==> src/rtl/vx_bank_core_req_queue_pkg.sv <==
// Shared constants and helpers for the bank core-request queue.
// Parameter defaults live here so the top and the storage queue use one source.
package vx_bank_core_req_queue_pkg;

    localparam int DEF_NUM_REQUESTS = 4;
    localparam int DEF_WORD_SIZE    = 4;
    localparam int DEF_ADDR_WIDTH   = 30;
    localparam int DEF_TAG_WIDTH    = 8;
    localparam int DEF_CREQ_SIZE    = 4;

    // Index width for n items; a single item still needs a 1-bit index.
    function automatic int idx_width(input int n);
        return (n > 1) ? $clog2(n) : 1;
    endfunction

endpackage

==> src/rtl/vx_bank_core_req_queue_generic_queue.sv <==
// Generic synchronous FIFO used as the entry store behind the head register.
// The caller never pushes when full or pops when empty.
module vx_bank_core_req_queue_generic_queue
    import vx_bank_core_req_queue_pkg::*;
#(
    parameter int DATA_WIDTH = 8,
    parameter int DEPTH      = 3
)(
    input  logic                  clk,
    input  logic                  reset,
    input  logic                  i_push,
    input  logic                  i_pop,
    input  logic [DATA_WIDTH-1:0] i_data,
    output logic [DATA_WIDTH-1:0] o_data,
    output logic                  o_empty
);
    localparam int PTR_W = idx_width(DEPTH);
    localparam int CNT_W = $clog2(DEPTH + 1);

    logic [DATA_WIDTH-1:0] r_mem [DEPTH];
    logic [PTR_W-1:0]      r_rd_ptr;
    logic [PTR_W-1:0]      r_wr_ptr;
    logic [CNT_W-1:0]      r_count;

    function automatic logic [PTR_W-1:0] ptr_inc(input logic [PTR_W-1:0] p);
        return (p == PTR_W'(DEPTH - 1)) ? '0 : p + 1'b1;
    endfunction

    // Storage array: written on push, never reset.
    always_ff @(posedge clk) begin
        if (i_push) begin
            r_mem[r_wr_ptr] <= i_data;
        end
    end

    // Read/write pointers and occupancy.
    always_ff @(posedge clk) begin
        if (reset) begin
            r_rd_ptr <= '0;
            r_wr_ptr <= '0;
            r_count  <= '0;
        end else begin
            if (i_push) begin
                r_wr_ptr <= ptr_inc(r_wr_ptr);
            end
            if (i_pop) begin
                r_rd_ptr <= ptr_inc(r_rd_ptr);
            end
            case ({i_push, i_pop})
                2'b10:   r_count <= r_count + 1'b1;
                2'b01:   r_count <= r_count - 1'b1;
                default: r_count <= r_count;
            endcase
        end
    end

    assign o_data  = r_mem[r_rd_ptr];
    assign o_empty = (r_count == '0);

endmodule

==> src/rtl/vx_bank_core_req_queue.sv <==
// Bank core-request queue: buffers multi-lane request vectors and presents
// them one lane at a time (lowest lane first) through a head register.
module vx_bank_core_req_queue
    import vx_bank_core_req_queue_pkg::*;
#(
    parameter  int NUM_REQUESTS = DEF_NUM_REQUESTS,
    parameter  int WORD_SIZE    = DEF_WORD_SIZE,
    parameter  int ADDR_WIDTH   = DEF_ADDR_WIDTH,
    parameter  int TAG_WIDTH    = DEF_TAG_WIDTH,
    parameter  int CREQ_SIZE    = DEF_CREQ_SIZE,
    localparam int TID_W        = idx_width(NUM_REQUESTS)
)(
    input  logic                                clk,
    input  logic                                reset,
    input  logic                                push,
    input  logic [NUM_REQUESTS-1:0]             req_valids,
    input  logic [NUM_REQUESTS-1:0]             req_rw,
    input  logic [NUM_REQUESTS*WORD_SIZE-1:0]   req_byteen,
    input  logic [NUM_REQUESTS*ADDR_WIDTH-1:0]  req_addr,
    input  logic [NUM_REQUESTS*WORD_SIZE*8-1:0] req_data,
    input  logic [TAG_WIDTH-1:0]                req_tag,
    input  logic                                pop,
    output logic                                out_valid,
    output logic [TID_W-1:0]                    out_tid,
    output logic                                out_rw,
    output logic [WORD_SIZE-1:0]                out_byteen,
    output logic [ADDR_WIDTH-1:0]               out_addr,
    output logic [WORD_SIZE*8-1:0]              out_data,
    output logic [TAG_WIDTH-1:0]                out_tag,
    output logic                                full,
    output logic                                empty
);
    localparam int N       = NUM_REQUESTS;
    localparam int DATA_W  = WORD_SIZE * 8;
    localparam int CNT_W   = $clog2(CREQ_SIZE + 1);
    localparam int ENTRY_W = N * (1 + 1 + WORD_SIZE + ADDR_WIDTH + DATA_W) + TAG_WIDTH;
    // Entry layout, LSB first: tag, data, addr, byteen, rw, valids.
    localparam int OFF_DATA = TAG_WIDTH;
    localparam int OFF_ADDR = OFF_DATA + N * DATA_W;
    localparam int OFF_BE   = OFF_ADDR + N * ADDR_WIDTH;
    localparam int OFF_RW   = OFF_BE + N * WORD_SIZE;
    localparam int OFF_VAL  = OFF_RW + N;

    // Lowest set lane of the remaining mask.
    function automatic logic [TID_W-1:0] lowest_lane(input logic [N-1:0] m);
        lowest_lane = '0;
        for (int i = N - 1; i >= 0; i--) begin
            if (m[i]) lowest_lane = TID_W'(i);
        end
    endfunction

    logic [N-1:0]             r_mask;
    logic [N-1:0]             r_head_rw;
    logic [N*WORD_SIZE-1:0]   r_head_byteen;
    logic [N*ADDR_WIDTH-1:0]  r_head_addr;
    logic [N*DATA_W-1:0]      r_head_data;
    logic [TAG_WIDTH-1:0]     r_head_tag;
    logic [CNT_W-1:0]         r_count;
    logic                     r_full;
    logic                     r_empty;

    logic [ENTRY_W-1:0]       w_push_entry;
    logic [ENTRY_W-1:0]       w_fifo_entry;
    logic [ENTRY_W-1:0]       w_load_entry;
    logic [TID_W-1:0]         w_tid;
    logic [N-1:0]             w_remaining;
    logic                     w_pop_fire;
    logic                     w_last_pop;
    logic                     w_head_free;
    logic                     w_push_acc;
    logic                     w_fifo_empty;
    logic                     w_head_from_push;
    logic                     w_fifo_push;
    logic                     w_fifo_pop;
    logic                     w_head_load;
    logic [CNT_W-1:0]         w_count_next;

    assign w_push_entry = {req_valids, req_rw, req_byteen, req_addr, req_data, req_tag};

    // Lane selection and handshake decode.
    assign w_tid       = lowest_lane(r_mask);
    assign w_remaining = r_mask & ~(N'(1) << w_tid);
    assign out_valid   = (r_mask != '0);
    assign w_pop_fire  = pop && out_valid;
    assign w_last_pop  = w_pop_fire && (w_remaining == '0);
    assign w_head_free = !out_valid || w_last_pop;

    // A push is gated by the registered full flag only; a simultaneous
    // last-lane pop does not open a slot in the same cycle.
    assign w_push_acc       = push && !r_full && (req_valids != '0);
    assign w_head_from_push = w_push_acc && w_head_free && w_fifo_empty;
    assign w_fifo_push      = w_push_acc && !w_head_from_push;
    assign w_fifo_pop       = w_head_free && !w_fifo_empty;
    assign w_head_load      = w_head_from_push || w_fifo_pop;
    assign w_load_entry     = w_head_from_push ? w_push_entry : w_fifo_entry;

    vx_bank_core_req_queue_generic_queue #(
        .DATA_WIDTH (ENTRY_W),
        .DEPTH      (CREQ_SIZE - 1)
    ) u_entry_queue (
        .clk     (clk),
        .reset   (reset),
        .i_push  (w_fifo_push),
        .i_pop   (w_fifo_pop),
        .i_data  (w_push_entry),
        .o_data  (w_fifo_entry),
        .o_empty (w_fifo_empty)
    );

    // Head lane mask: reload on entry load, otherwise retire the popped lane.
    always_ff @(posedge clk) begin
        if (reset) begin
            r_mask <= '0;
        end else if (w_head_load) begin
            r_mask <= w_load_entry[OFF_VAL +: N];
        end else if (w_pop_fire) begin
            r_mask <= w_remaining;
        end
    end

    // Head payload: loaded with the mask, left unreset.
    always_ff @(posedge clk) begin
        if (w_head_load) begin
            r_head_rw     <= w_load_entry[OFF_RW   +: N];
            r_head_byteen <= w_load_entry[OFF_BE   +: N * WORD_SIZE];
            r_head_addr   <= w_load_entry[OFF_ADDR +: N * ADDR_WIDTH];
            r_head_data   <= w_load_entry[OFF_DATA +: N * DATA_W];
            r_head_tag    <= w_load_entry[0        +: TAG_WIDTH];
        end
    end

    // Next entry count: +1 on accepted push, -1 on last-lane pop.
    always_comb begin
        w_count_next = r_count;
        case ({w_push_acc, w_last_pop})
            2'b10:   w_count_next = r_count + 1'b1;
            2'b01:   w_count_next = r_count - 1'b1;
            default: w_count_next = r_count;
        endcase
    end

    // Entry counter with registered full/empty flags.
    always_ff @(posedge clk) begin
        if (reset) begin
            r_count <= '0;
            r_full  <= 1'b0;
            r_empty <= 1'b1;
        end else begin
            r_count <= w_count_next;
            r_full  <= (w_count_next == CNT_W'(CREQ_SIZE));
            r_empty <= (w_count_next == '0);
        end
    end

    assign full       = r_full;
    assign empty      = r_empty;
    assign out_tid    = w_tid;
    assign out_rw     = r_head_rw[w_tid];
    assign out_byteen = r_head_byteen[w_tid * WORD_SIZE +: WORD_SIZE];
    assign out_addr   = r_head_addr[w_tid * ADDR_WIDTH +: ADDR_WIDTH];
    assign out_data   = r_head_data[w_tid * DATA_W +: DATA_W];
    assign out_tag    = r_head_tag;

endmodule

==> config.mk <==
export PLATFORM = sky130hd
export DESIGN_NAME = vx_bank_core_req_queue
export DESIGN_NICKNAME = d
export VERILOG_FILES = /design/src/rtl/vx_bank_core_req_queue_pkg.sv /design/src/rtl/vx_bank_core_req_queue_generic_queue.sv /design/src/rtl/vx_bank_core_req_queue.sv
export SDC_FILE = /design/constraint.sdc
export NUM_CORES = 2
export LEC_CHECK = 0
export CAP_MARGIN = 40
export CORE_ASPECT_RATIO = 1.4
export CORE_MARGIN = 3
export CORE_UTILIZATION = 34
export CTS_CLUSTER_DIAMETER = 100
export DETAILED_ROUTE_END_ITERATION = 12
export HOLD_SLACK_MARGIN = 0.03
export PLACE_DENSITY_LB_ADDON = 0.15
export SLEW_MARGIN = 20
export SYNTH_ARGS = -nofsm -noshare
export SYNTH_HDL_FRONTEND = slang
export SYNTH_SLANG_ARGS = --single-unit
==> constraint.sdc <==
create_clock -name clk -period 31.1 [get_ports clk]
set_clock_uncertainty 0.2 [all_clocks]
set_input_delay 6.22 -clock clk [delete_from_list [all_inputs] [get_ports clk]]
set_output_delay 6.22 -clock clk [all_outputs]
set_load 0.02 [all_outputs]
* Word-level counts from Yosys, hierarchy flattened *
Memories as Yosys holds them, arrays and structs flattened. A register that Yosys moved wholly into a read port is not among the register bits.
Index checks and enable logic that the tools add are counted.

cells by class
  shifts and indexed selects = 4
  bitwise gates (word level) = 2
  multipliers = 1
  reductions and logical operators = 21
  $lt $le $gt $ge = 1
  $add $sub $neg = 6
  equal/unequal tests = 7
  muxes and demuxes = 17

operators with widths
  operator               number
  $mux W280              1
  $shiftx A128 B8 Y32    1
  $shiftx A120 B8 Y30    1
  $mux W2                8
  $shiftx A16 B5 Y4      1
  $eq A2 B2 Y1 const B   4
  $logic_and A1 B1 Y1    8
  $mux W4                2
  $reduce_bool A4 Y1     2
  $add A2 B1 Y2 const B  3
  $mul A2 B4 Y6 const B  1
  $pmux W3 S2            1
  $and A4 B4 Y4          1
  $eq A2 B1 Y1 const B   2
  $logic_not A1 Y1       4
  $logic_not A4 Y1       1
  $not A4 Y4             1
  $pmux W2 S2            1
  $reduce_bool A2 Y1     2
  $shl A1 B2 Y4 const A  1
  $add A3 B1 Y3 const B  1
  $eq A3 B3 Y1 const B   1
  $logic_not A3 Y1       1
  $lt A2 B3 Y1 const B   1
  6 further kinds        9

storage, ports and cells
  register bits after elaboration = 291
  memories = 1
  bits of input ports = 284
  word-level logic and storage cells = 72
  bits in writable memories = 840

memory list
  name                 words  width  rd ports  clocked after memory_dff  wr ports  line                                        RTL
  u_entry_queue.r_mem  3      280    1         1                         1         vx_bank_core_req_queue_generic_queue.sv:20  logic [DATA_WIDTH-1:0] r_mem [DEPTH];

* Logic depth before layout (Yosys ltp) *
  depth in word-level cells = 16
  depth in mapped cells = 13

* Hierarchy *
A second synthesis with hierarchy kept.

second synthesis, totals
  cell total of the unflattened synthesis = 2705
  area, all modules = 46452.1 µm²

by module, submodules not included
  module                                area each (µm²)  instances  cells an instance  sequential area each (µm²)
  vx_bank_core_req_queue_generic_queue  31356.3          1          1805               25384.3
  vx_bank_core_req_queue                15095.7          1          900                8468.1

* Worst setup path before layout *
OpenSTA, ideal clock, no wires.

  path type = in2reg
  start point = input port pop
  end point = memory u_entry_queue.r_mem[2][0] in the netlist's numbering, enable pin
  setup slack = 3852 ps
  stages = 5
  data arrival time = 25782 ps
  data required time = 29634 ps
  buffers on the path = 0
  cells stage by stage = nor2b_1 -> o21ai_0 -> a21oi_2 -> o21ai_0 -> nor3_1

on the way
  cells in the longest elaborated chain, start to end = 9

ends and longest elaborated chain
  what                              line                                        RTL
  start, declared                   vx_bank_core_req_queue.sv:22                input logic pop,
  $logic_and A1 B1 Y1               vx_bank_core_req_queue.sv:84                assign w_pop_fire = pop && out_valid;
  $logic_and A1 B1 Y1               vx_bank_core_req_queue.sv:85                assign w_last_pop = w_pop_fire && (w_remaining == '0);
  $logic_or A1 B1 Y1                vx_bank_core_req_queue.sv:86                assign w_head_free = !out_valid || w_last_pop;
  $logic_and A1 B1 Y1 (2 in a row)  vx_bank_core_req_queue.sv:91                assign w_head_from_push = w_push_acc && w_head_free && w_fifo_empty;
  $logic_not A1 Y1                  vx_bank_core_req_queue.sv:92                assign w_fifo_push = w_push_acc && !w_head_from_push;
  $logic_and A1 B1 Y1               vx_bank_core_req_queue.sv:92
  $mux W1                           vx_bank_core_req_queue_generic_queue.sv:31  if (i_push) begin
  $mux W1 (not written as such)     vx_bank_core_req_queue_generic_queue.sv:32  r_mem[r_wr_ptr] <= i_data;
  end, declared                     vx_bank_core_req_queue_generic_queue.sv:20

Every way passes these cells.

* Final worst setup path *
  start point = register r_mask[1]
  end point = output port out_data[17]

on the way
  cells in the longest elaborated chain, start to end = 3

ends and longest elaborated chain
  what                    line                           RTL
  start, declared         vx_bank_core_req_queue.sv:52   logic [N-1:0] r_mask;
  start signal, assigned  vx_bank_core_req_queue.sv:115  r_mask <= w_load_entry[OFF_VAL +: N];
  start signal, assigned  vx_bank_core_req_queue.sv:117  r_mask <= w_remaining;
  $mux W2 (2 in a row)    vx_bank_core_req_queue.sv:48   if (m[i]) lowest_lane = TID_W'(i);
  $shiftx A128 B8 Y32     vx_bank_core_req_queue.sv:161  assign out_data = r_head_data[w_tid * DATA_W +: DATA_W];
  end, declared           vx_bank_core_req_queue.sv:28   output logic [WORD_SIZE*8-1:0] out_data,

Every way passes these cells.

==> results.md <==
* CTS tree: done
* Root Driver: clkbuf_16
* Layout area overhead at 20.5%
* Final Util at 41.3%
* Mapped Area at 0.0461 mm2
* Critical Path RT at 24680 ps
* Maximum buffer depth of the clock tree at 3
* Fill cells at 12119
* Die width at 317 um
* # port buffers at 363
* Launch point of the worst hold path: u_entry_queue.r_count[1]
* Vias/cell at 4.84
* Post-DR wirelength/cell at 23.9 um
* Netlist cell types at 41
* Synth area leader: edfxtp_1
* Total wire length at 118000 um
* Detail Route Antenna Nets at 0
* P_leak at 18.5 nW
* CTS sink cnt at 1133
* Nets at 3359
* Starting Density at 34.3%
* Most frequent cell after synthesis: edfxtp_1
* EDFF count, synth at 1116
* # hold bufs at CTS at 0
* Worst hold path type: reg2reg
* Setup TNS at 0 ps
* Cell Int Power at 3.87 mW
* Initial antenna violation count at 58
* Seq/Total Area, Yosys at 73.5%
* Most common library cells after synthesis: edfxtp_1, o21ai_0, mux2i_1, nand2_1, mux2_4
* Depth of the worst register-to-register path at 8
* Headroom to the max-slew limit at 31.3%
* Tcrit/Tclk final at 34.2%
* Main area contributors after synthesis: edfxtp_1, mux2_4, mux2i_1
* Post-cts resize count at 0
* Fin. max-slew vios at 0
* GP Congestion at 0.796
* Hold WS at 299 ps
* Maximum VDD drop at 0.132 mV
* Pin count of the biggest net entering global routing at 189
* Pre-CTS WS at 20240 ps
* First-pass GRT wire length at 171000 um
* Hold path depth at 2
* Synth warn at 0
* Post-Synthesis Cells at 2701
* Seq pwr share at 40.9%
* Mapped Nets at 2988
* Core area at 0.134 mm2
* # IOs at 364
* Status: completed
* Worst-Margin Slew at 1030 ps
* DP Wirelength at 72900 um
* RSZ-0062 raised after global routing: no
* Yosys reg bits at 1133
* Ys async rst share at 0%
* GR Util All Layers at 16.7%
* Detailed Route Iter0 Violations at 1502
* Crit Path Max Fanout at 40
* Highest clock rate at 0.0939 GHz
* Switch share at 32.1%
* Synth Flop Type: edfxtp_1
* Remaining global-route overflow at 0
* DRC at 0
* Tmin final at 10650 ps
* Clock power frac at 23.7%
* Share of layout cells above drive strength 1 at 15.9%
* Pwr/cell area at 103 mW/mm2
* Clk slew on worst S/H paths at 60 ps
* Mean post-synth cell area at 17.0 um2
* Max-Cap Viols at 0
* Final setup vio count at 0
* RR Endpoint: r_head_addr[6]
* Net Sw Power at 1.83 mW
* Startpoint types: flop
* CTS buffer count at 113
* Logic pwr share at 35.4%
* Setup crit end kind: primary output
* Setup CP Type: reg2out
* Worst R2R Setup Slack at 26020 ps
* Setup bufs post-CTS at 0
* Vias at 23968
* Pre-Repair DR Iteration Count at 5
* Die Footprint at 0.140 mm2
* Clk Latency, worst-skew pair at 730 ps
* Cell Rows at 159
* Hold Path End: u_entry_queue.r_count[1]
* Final Hold Vio Count at 0
* Crit path setup slack, layout at 20450 ps
* H-Tree Depth at 3
* Die H at 441 um
* Top-area cell type share of the netlist area at 72.8%
* Crit path DAT at 4230 ps
* Vias in the first global route at 25369
==> logic make-up after synthesis <==
logic type	synth area share, %
flip-flops	73.5
multiplexers	16.2
AO/OA/AOI/OAI	5.29
AND/OR/NAND/NOR	2.76
buffers and inverters	1.98
XOR/XNOR	0.114
adder cells (fa/ha/maj)	0.0978
==> cell type report <==
| class | instances | area, um2 | area share, % |
|---|---|---|---|
| sequential | 1133 | 33900 | 61.0 |
| multi-input combinational | 1399 | 11300 | 20.4 |
| timing repair buffer | 414 | 4350 | 7.85 |
| clock buffer | 141 | 2960 | 5.34 |
| tap | 1771 | 2220 | 3.99 |
| antenna | 18 | 45.0 | 0.0812 |
| inverter | 11 | 56.3 | 0.101 |
| clock inverter | 69 | 672 | 1.21 |
==> sequential cells by signal, indices dropped and copies added (netlist names), named ones only <==
register and flops:
u_entry_queue.r_mem 840, r_head_addr 120, r_mask 4, u_entry_queue.r_count 2
full 1, empty 1, r_head_rw 4, r_head_data 128
r_count 3, u_entry_queue.r_rd_ptr 2, r_head_byteen 16, u_entry_queue.r_wr_ptr 2
out_tag 8
==> through the flow <==
step / power [mW] / instance area, um2 / cells
floorplan: 3.78 / 46100 / 2701
global placement: 4.38 / 51400 / 4712
detailed placement: 4.45 / 51800 / 4728
CTS: 5.83 / 55500 / 4938
global route: 6.01 / 55500 / 4944
finish: 5.71 / 55500 / 4956
==> layout by cell type, fill, tap and decap left out, types with 13 or more instances in the layout <==
master           Yosys  routed
nor2_1              15      13
clkbuf_1           101      26
diode_2              0      18
o21ai_0            356     356
mux2i_1            347     347
clkinv_2             0      21
clkbuf_16            0     114
edfxtp_1          1116    1116
buf_4                0      30
a22oi_1             71      71
clkinv_1             0      25
nand2_1            282     282
clkdlybuf4s50_1      0     363
mux2_4             240     240
dfxtp_1             17      15
mux2_2              36      36
==> metal layers <==
layer  part of all wire, %  GRT usage (%)  vias up
met2                    50           28.9      562
li1                      -              -    11163
met4                   3.1           6.10       50
met5                  0.26              0        -
met3                   7.3           5.60      229
met1                    39           19.1    11964
==> critical path, cell delays in order (launching register included) <==
cell             delay (ps)
dfxtp_1                 380
or2_2                   420
nor3_2                  160
buf_4                   450
buf_4                   670
a22oi_1                 360
o21ai_0                 280
clkdlybuf4s50_1         700
==> power by group through the flow <==
| stage | clock (mW) | combinational [mW] | sequential (mW) |
|---|---|---|---|
| after global routing | 1.46 | 2.18 | 2.37 |
| after global placement | 0 | 2.01 | 2.37 |
| after detailed placement | 0 | 2.07 | 2.37 |
| final | 1.35 | 2.02 | 2.34 |
| after floorplan | 0 | 1.28 | 2.50 |
| after CTS | 1.40 | 2.08 | 2.34 |
==> worst max-delay path by stage <==
stage	from	to	cells after the start
floorplan	pop	u_entry_queue.r_mem[2][0]	5
global placement	req_valids[0]	u_entry_queue.r_mem[0][153]	8
detailed placement	req_valids[3]	u_entry_queue.r_mem[2][148]	9
CTS	r_mask[1]	out_data[9]	7
global route	r_mask[1]	out_data[17]	7
finish	r_mask[1]	out_data[17]	7
No activity file was read; power rests on OpenSTA's default activity.
